**src/rtl/param_mux_rr_reg.sv**
```systemverilog
// CHANNELS-input, WIDTH-bit multiplexer with a registered output, selected either
// externally (mode=0) or by round-robin arbitration among valid channels (mode=1).
module param_mux_rr_reg #(
    parameter  int WIDTH    = 2,
    parameter  int CHANNELS = 2,
    localparam int SEL_W    = $clog2(CHANNELS)
) (
    input  logic                      clk,
    input  logic                      reset_L,
    input  logic                      mode,
    input  logic [SEL_W-1:0]          sel_in,
    input  logic [CHANNELS*WIDTH-1:0] in_data,
    input  logic [CHANNELS-1:0]       in_valid,
    input  logic                      hold,
    output logic [WIDTH-1:0]          data_out,
    output logic                      valid_out,
    output logic [SEL_W-1:0]          chan_out
);

    logic [SEL_W-1:0] ptr;

    logic [WIDTH-1:0] ext_data;
    logic             ext_valid;

    logic             rr_found;
    logic [WIDTH-1:0] rr_data;
    logic [SEL_W-1:0] rr_chan;
    logic [SEL_W-1:0] rr_next;

    // An out-of-range sel_in matches no channel, so it yields zero data and no valid.
    always_comb begin : ext_select
        // NOTE: every always_comb output gets a default first so no path infers a latch.
        ext_data  = '0;
        ext_valid = 1'b0;
        for (int k = 0; k < CHANNELS; k++) begin
            if (sel_in == SEL_W'(k)) begin
                ext_data  = in_data[k*WIDTH +: WIDTH];
                ext_valid = in_valid[k];
            end
        end
    end

    // Walk the channels starting at ptr, wrapping modulo CHANNELS; first valid one wins.
    always_comb begin : rr_search
        logic [SEL_W:0] pos;
        pos      = '0;
        rr_found = 1'b0;
        rr_data  = '0;
        rr_chan  = '0;
        rr_next  = '0;
        for (int i = 0; i < CHANNELS; i++) begin
            pos = {1'b0, ptr} + (SEL_W+1)'(i);
            if (pos >= (SEL_W+1)'(CHANNELS)) begin
                pos = pos - (SEL_W+1)'(CHANNELS);
            end
            for (int k = 0; k < CHANNELS; k++) begin
                if (!rr_found && pos == (SEL_W+1)'(k) && in_valid[k]) begin
                    rr_found = 1'b1;
                    rr_data  = in_data[k*WIDTH +: WIDTH];
                    rr_chan  = SEL_W'(k);
                    rr_next  = (k == CHANNELS-1) ? '0 : SEL_W'(k+1);
                end
            end
        end
    end

    always_ff @(posedge clk or negedge reset_L) begin
        // NOTE: sequential state uses non-blocking assignments so every register samples pre-edge values.
        if (!reset_L) begin
            data_out  <= '0;
            valid_out <= 1'b0;
            chan_out  <= '0;
            ptr       <= '0;
        end else if (!hold) begin
            if (!mode) begin
                data_out  <= ext_data;
                valid_out <= ext_valid;
                chan_out  <= sel_in;
            end else if (rr_found) begin
                data_out  <= rr_data;
                valid_out <= 1'b1;
                chan_out  <= rr_chan;
                ptr       <= rr_next;
            end else begin
                // Idle round-robin cycle: chan_out and ptr keep pointing where they were.
                data_out  <= '0;
                valid_out <= 1'b0;
            end
        end
    end

endmodule

```
**config.mk**
```make
export PLATFORM = sky130hd
export DESIGN_NAME = param_mux_rr_reg
export DESIGN_NICKNAME = d
export VERILOG_FILES = /design/src/rtl/param_mux_rr_reg.sv
export SDC_FILE = /design/constraint.sdc
export NUM_CORES = 1
export LEC_CHECK = 0
export CORE_AREA = 2 2 39 41
export CTS_BUF_LIST = sky130_fd_sc_hd__clkbuf_8 sky130_fd_sc_hd__clkbuf_16
export DETAILED_ROUTE_END_ITERATION = 8
export DIE_AREA = 0 0 41 43
export GPL_ROUTABILITY_DRIVEN = 0
export HOLD_SLACK_MARGIN = 0.08
export PLACE_DENSITY = 0.54
export REMOVE_ABC_BUFFERS = 1
export SLEW_MARGIN = 40
export SYNTH_ARGS = -nofsm -noshare
export SYNTH_HDL_FRONTEND = slang
export SYNTH_SLANG_ARGS = --single-unit
```
**constraint.sdc**
```tcl
create_clock -name clk -period 0.8 [get_ports clk]
set_input_delay 0.2 -clock clk [delete_from_list [all_inputs] [get_ports clk]]
set_output_delay 0.2 -clock clk [all_outputs]
set_load 0.03 [all_outputs]
```
Word level (Yosys, flattened, before mapping)
Index checks and enable logic that the tools add are counted.

$add $sub $neg: 3. Magnitude comparators: 2. Equality and inequality tests: 3. Multiplexer cells: 24. Bitwise operators: 1. Reduce and logical (&&, ||, !) cells: 14.

Operator list (number): 2-bit two-way mux (9); 1-bit two-way mux (15); 1-bit logical AND (7); 2-bit by 1-bit == test with 1-bit output, second input constant (2); 2-bit logical NOT (2); 1-bit logical NOT (3); 3-bit AND reduction (1); 1-bit by 1-bit adder with 2-bit output, second input constant (1); 1-bit by 2-bit greater-or-equal comparator with 1-bit output, second input constant (1); 2-bit greater-or-equal comparator, second input constant (1); 2-bit by 1-bit != test with 1-bit output, second input constant (1); 2-bit AND reduction (1); 1-bit by 2-bit subtractor with 2-bit output, second input constant (1); 2-bit subtractor, second input constant (1); 1-bit inverter (1).

Register bits after elaboration: 5. Input bits: 11. Output and inout port bits: 4. Logic and storage cells: 51.

Depth between registers and ports, before layout
Gate-level depths: netlist of the first run.

Depth after elaboration: 19. Mapped depth: 3. Depth with buffers taken out: 3.

Worst setup path after synthesis of the first run
Ideal clock, no wire load.

Path kind: reg2reg. Start: register data_out[0] (netlist name). End: register data_out[0]. Setup time: 132 ps. Arrival: 694 ps. Data required time: 668 ps. Slack: -27 ps. Cell stages (with the launch flop): 3. Buffers on the path: 0. Period minus slack after synthesis: 827 ps. Cell sequence: dfrtp_1 -> o22ai_1 -> a31oi_1.

RTL lines: end signal: assignment (RTL line 76) `data_out <= ext_data;`; end signal: assignment (RTL line 80) `data_out <= rr_data;`; end: declaration (RTL line 15) `output logic [WIDTH-1:0] data_out,`.

Worst setup path in the final report of the first run
Start: register data_out[0]. End: output port data_out[0].

No word-level cell between the ends.

==> results.md, run 1 <==
* Status: finished with violations
* Failing checks: negative setup slack
* Hold Path Class: primary input to async pin
* Cell variety after synth at 16
* Post-synth top cells: dfrtp_1, a21oi_1, a31oi_1, nand2_1
* Setup TNS Final at -928 ps
* Max_slew headroom at 0.815
* Most numerous cell in the Yosys netlist: dfrtp_1
* Synth Flop Type: dfrtp_1
* R2R Path End: data_out[1]
* Warnings from Yosys at 0
* Setup violations, final at 8
* Clk Latency, worst-skew pair at 230 ps
* TritonCTS clock tree: built
* Layout Skew at 4.81 ps
* Worst-margin pin slew at 277 ps
* Placeable Area at about 1400 um^2
* Peak Freq at about 1.0 GHz
* Area leader, netlist: dfrtp_1
* Starting density of the core at 0.211
* Sequential-to-total area share from yosys stat at 0.429
* DRC violations left at 0
* 1st-iter DRT viols at 5
* Lkg Pwr at 0.281 nW
* Area grow syn2layout at 107%
* VDD IR max at 1.15 mV
* Via density at 5.00
* Footprint of the multi-input gates at 214 um^2
* Placed cells at 69
* Final clock period utilization by the worst path at 1.22
* Crit end category: output port
* Type of origin of the critical path: register
* DR WL/cell at around 14 um
* Fraction of layout cells with a size suffix above 1 at 0.466
* WHS at roughly 220 ps
* Final nets at 70
* Initial antenna violation count at 0
* Mapped Area at 292 um^2
* Synthesis-stage register bit count at 5
* Clk root buf: clkbuf_8
* CP bufs+invs at 1
* CP max FO at 2
* Overall Global Routing Usage at 0.140
* Post-route cell area at approximately 600 um^2
* Final Hold Fails at 0
* Port bufs at 14
* Overall routed net length at 1.03 mm
* Reg2reg path depth at 3
* Post-synth EDFFs at 0
* Slew Viols, Final at 0
* Register area at 125 um^2
* Slowest CP cell: dfrtp_1
* Setup repair after global routing missed its margin: yes
* Number of diodes at 0
* CTS Buffer Depth at 2
* Max_cap viols at 0
* Worst Slack Setup Final at -175 ps
* Global route overflow at 0
* R2r setup slk at -110 ps
* CP arrival at 770 ps
* First-pass GRT wire length at 1.56 mm
* Chip width at 41 um
* Min Tclk post-route at about 970 ps
* Via count at 370
* Clk sink count at 5
* Ports at 15
* Drt first pass iters at 4
* RR Startpoint: ptr
* Clock transition at path regs at 40 ps
* Pwr/cell area at 1950 nW/um^2
* Overall power at 1.17 mW
* Kind of cell adding the most delay to the critical path: flip-flops
* Slowest stage delay, CP at ~400 ps
* Synth top area share at 0.429
* Number of fill cells at 145
* CP Cell Sequence: buf_6
* Rows at 14
* Non-Filler Instances at 74
* Core Util, Final at 0.436
* TritonCTS Buffers at 3
* Die height at roughly 43 um
* Syn Inst Count at 32
* Synth area leaders: dfrtp_1, mux2_1, a21oi_1, a31oi_1, nand2b_1
* Largest net degree at the start of global routing at 6
* H-tree depth at 1
* Vias in the first global route at ~360
* CP Class: register to output port
* Detailed placement HPWL at 686 um
* Pre-CTS worst setup slack at -589 ps
* Placed Area at 494 um^2
* Synth Area per Inst at ~9.1 um^2
* CP Data Required Time at about 600 ps
* ANT nets after route at 0
* Async set or reset register ratio after synthesis at 1.00
* Die ar. at 1760 um^2
==> cell families after synthesis <==
logic type | synth area share
compound gates | 0.266
buf+inv | 0.0129
flops | 0.429
mux | 0.0772
simple gates | 0.215
==> layout make-up <==
type	count	area share
multi-input cells	26	0.355
repair buffers	22	0.324
flip-flops and latches	5	0.207
clock buffers	3	0.0685
well taps	16	0.0332
clock inverters	1	0.00622
inverters	1	0.00622
==> power breakdown <==
| part | total [mW] | switching, mW | internal (mW) |
|---|---|---|---|
| sequential | 0.331 | 0.0389 | 0.292 |
| clock | 0.468 | 0.138 | 0.330 |
| combinational | 0.374 | 0.170 | 0.204 |
==> what timing repair did <==
item	4_1_cts	5_1_grt
gates resized for setup	24	7
buffers inserted	1	0
hold buffers	0	0
endpoints found under the setup margin	9	9
pin swaps	5	3
==> cells in the final DEF, fill, tap and decap left out, drive strengths merged, types with 2 or more instances in the layout <==
master / netlist / layout
o22ai: 2 / 2
nor3: 2 / 2
inv: 1 / 2
mux2: 2 / 2
nand2b: 2 / 2
buf: 0 / 13
clkbuf: 0 / 4
nand3: 2 / 2
a21oi: 4 / 4
a31oi: 3 / 3
dfrtp: 5 / 5
nand2: 3 / 3
dlygate4sd2: 0 / 6
==> registers in the layout, indices dropped and copies added, names as in the netlist <==
register and count:
data_out 2, chan_out 1, ptr 1, valid_out 1
==> per-layer routing <==
metal | vias to the layer above | global-route usage | wire length [um]
li1 | 170 | - | -
met1 | 190 | 0.152 | 376
met2 | 8 | 0.203 | 589
met3 | 2 | 0.0942 | 48
met4 | 0 | 0.0600 | 14
met5 | - | 0 | 0
==> how the worst max path moves through the flow <==
stage / from / to / depth (start not counted)
6_report: data_out[0] / data_out[0] / 1
5_1_grt: data_out[0] / data_out[0] / 1
4_1_cts: data_out[0] / data_out[0] / 1
3_5_place_dp: sel_in / data_out[0] / 4
3_3_place_gp: sel_in / data_out[0] / 4
2_1_floorplan: data_out[0] / data_out[0] / 2
No activity file was read; power rests on OpenSTA's default activity.
==> inputs of run 2 (changes only) <==
==> constraint.sdc (replaced) <==
create_clock -name clk -period 0.8 [get_ports clk]
set_input_delay 0.16 -clock clk [delete_from_list [all_inputs] [get_ports clk]]
set_output_delay 0.16 -clock clk [all_outputs]
set_load 0.03 [all_outputs]
==> results.md, run 2 (synthesis gave the netlist of run 1 again) <==
* CP Launch Point: ptr
* H-tree depth at 1 (unchanged)
* TritonCTS clock tree: built
* Non-Filler Instances at 76 (+2.7%)
* ANT nets after route at 0 (unchanged)
* CP Data Required Time at 890 ps (+290 ps)
* Setup violations, final at 8 (unchanged)
* Clock transition at path regs at 40 ps (about the same)
* Lkg Pwr at 0.294 nW (+4.5%)
* Clk root buf: clkbuf_8
* Number of diodes at 0 (unchanged)
* R2r setup slk at -150 ps (-40 ps)
* Final Hold Fails at 0 (unchanged)
* TritonCTS Buffers at 3 (unchanged)
* Worst-margin pin slew at 262 ps (-15.5 ps)
* Pre-CTS worst setup slack at -558 ps (+31.9 ps)
* VDD IR max at 1.25 mV (+8.9%)
* Min Tclk post-route at 945 ps (-29.4 ps)
* Largest net degree at the start of global routing at 6 (unchanged)
* Setup repair after global routing missed its margin: yes
* Reg2reg path depth at 4 (+1)
* Fraction of layout cells with a size suffix above 1 at 0.433 (-0.0322)
* Overall power at 1.18 mW (+0.81%)
* Reg with most FFs: data_out
* Critical Path End: ptr
* CP arrival at 1030 ps (+260 ps)
* Overall Global Routing Usage at 0.134 (-0.00577)
* Initial antenna violation count at 0 (unchanged)
* Peak Freq at 1.06 GHz (+3.1%)
* Most frequent cells in the layout: buf_4, dlygate4sd2_1, buf_6
* Drt first pass iters at 4 (unchanged)
* Max_cap viols at 0 (unchanged)
* Die height at 43 um (unchanged)
* Failing checks: negative setup slack
* Port bufs at 14 (unchanged)
* Pwr/cell area at 1910 nW/um^2 (-2.0%)
* CP max FO at 3 (+1)
* DR WL/cell at 12.8 um (-8.1%)
* Rows at 14 (unchanged)
* Hold Path Class: primary input to async pin
* Detailed placement HPWL at 691 um (+0.77%)
* Most common cell after layout, fill and taps aside: buf_4
* DRC violations left at 0 (unchanged)
* Layout Skew at 5.69 ps (+0.877 ps)
* First-pass GRT wire length at 1.50 mm (-4.0%)
* Worst Slack Setup Final at -145 ps (+29.4 ps)
* Status: finished with violations
* Type of origin of the critical path: register
* RR Startpoint: ptr
* Clk Latency, worst-skew pair at 220 ps (about the same)
* Max FFs per register at 2 (unchanged)
* CTS Buffer Depth at 2 (unchanged)
* Via density at 4.64 (-7.1%)
* CP Class: register to register
* Global route overflow at 0 (unchanged)
* Slew Viols, Final at 0 (unchanged)
* Post-route cell area at 621 um^2 (+2.9%)
* Final nets at 72 (+2.9%)
* Core Util, Final at 0.448 (+0.0127)
* Vias in the first global route at 365 (+0.55%)
* Area grow syn2layout at 113%
* Placed Area at 494 um^2 (unchanged)
* Placed cells at 69 (unchanged)
* Final clock period utilization by the worst path at 1.18 (-0.0367)
* Overall routed net length at 970 um (-5.6%)
* Crit end category: register
* Max_slew headroom at 0.825 (+0.0104)
* Chip width at 41 um (unchanged)
* Starting density of the core at 0.211 (unchanged)
* 1st-iter DRT viols at 4 (-1)
* Die ar. at 1760 um^2 (unchanged)
* Ports at 15 (unchanged)
* Placeable Area at 1380 um^2 (unchanged)
* R2R Path End: ptr
* Clk sink count at 5 (unchanged)
* Via count at 353 (-4.6%)
-- run 2: critical path, cell delays in order, from the launching register on --
cell and delay (ps):
dfrtp_1 410, buf_4 160, buf_6 110, a21oi_2 90, a31oi_1 50
-- run 2: final cells by class --
class | count | area [um^2]
Timing Repair Buffer | 24 | 223
Clock buffer | 3 | 41.3
Multi-Input combinational cell | 26 | 204
Tap cell | 16 | 20.0
Clock inverter | 1 | 3.75
Inverter | 1 | 3.75
Sequential cell | 5 | 125
Fill cell | 135 | 763
-- run 2: timing repair --
action,CTS,global route
pin swaps,7,2
hold buffers,0,0
setup buffers,2,1
endpoints found under the setup margin,9,8
gates resized for setup,24,1
-- run 2: how the worst min path moves through the flow --
| stage | start | endpoint | slack (ps) | depth (start not counted) |
|---|---|---|---|---|
| CTS | reset_L | valid_out | 180 | 1 |
| detailed placement | reset_L | valid_out | 420 | 1 |
| finish | reset_L | valid_out | 170 | 1 |
| global route | reset_L | valid_out | 190 | 1 |
| global placement | reset_L | valid_out | 420 | 1 |
| floorplan | reset_L | chan_out | -140 | 0 |
-- run 2: report_power, final --
group          total [mW]  switching, mW  internal (mW)
Clock               0.460          0.130          0.330
Combinational       0.394          0.174          0.220
Sequential          0.329         0.0362          0.293
-- run 2: stage by stage --
step / hold WS (ps) / setup TNS (ps)
after detailed placement: 416 / -2450
after floorplan: -136 / -73.3
after global routing: 194 / -1090
final: 174 / -847
after global placement: 419 / -2400
after CTS: 181 / -800
-- run 2: metal layers --
| layer | track usage | routed length, um | up-vias |
|---|---|---|---|
| met5 | 0 | 0 | - |
| met4 | 0.0600 | 14 | 0 |
| met3 | 0.0785 | 29 | 2 |
| met2 | 0.203 | 529 | 7 |
| met1 | 0.143 | 396 | 169 |
| li1 | - | - | 175 |
==> inputs of run 3 (changes only) <==
--- a/config.mk
+++ b/config.mk
@@ -10,7 +10,6 @@
 export DETAILED_ROUTE_END_ITERATION = 8
 export DIE_AREA = 0 0 41 43
 export GPL_ROUTABILITY_DRIVEN = 0
-export HOLD_SLACK_MARGIN = 0.08
 export PLACE_DENSITY = 0.54
 export REMOVE_ABC_BUFFERS = 1
 export SLEW_MARGIN = 40
==> results of run 3 <==
Final layout, timing and power as in run 2 (identical DEF).
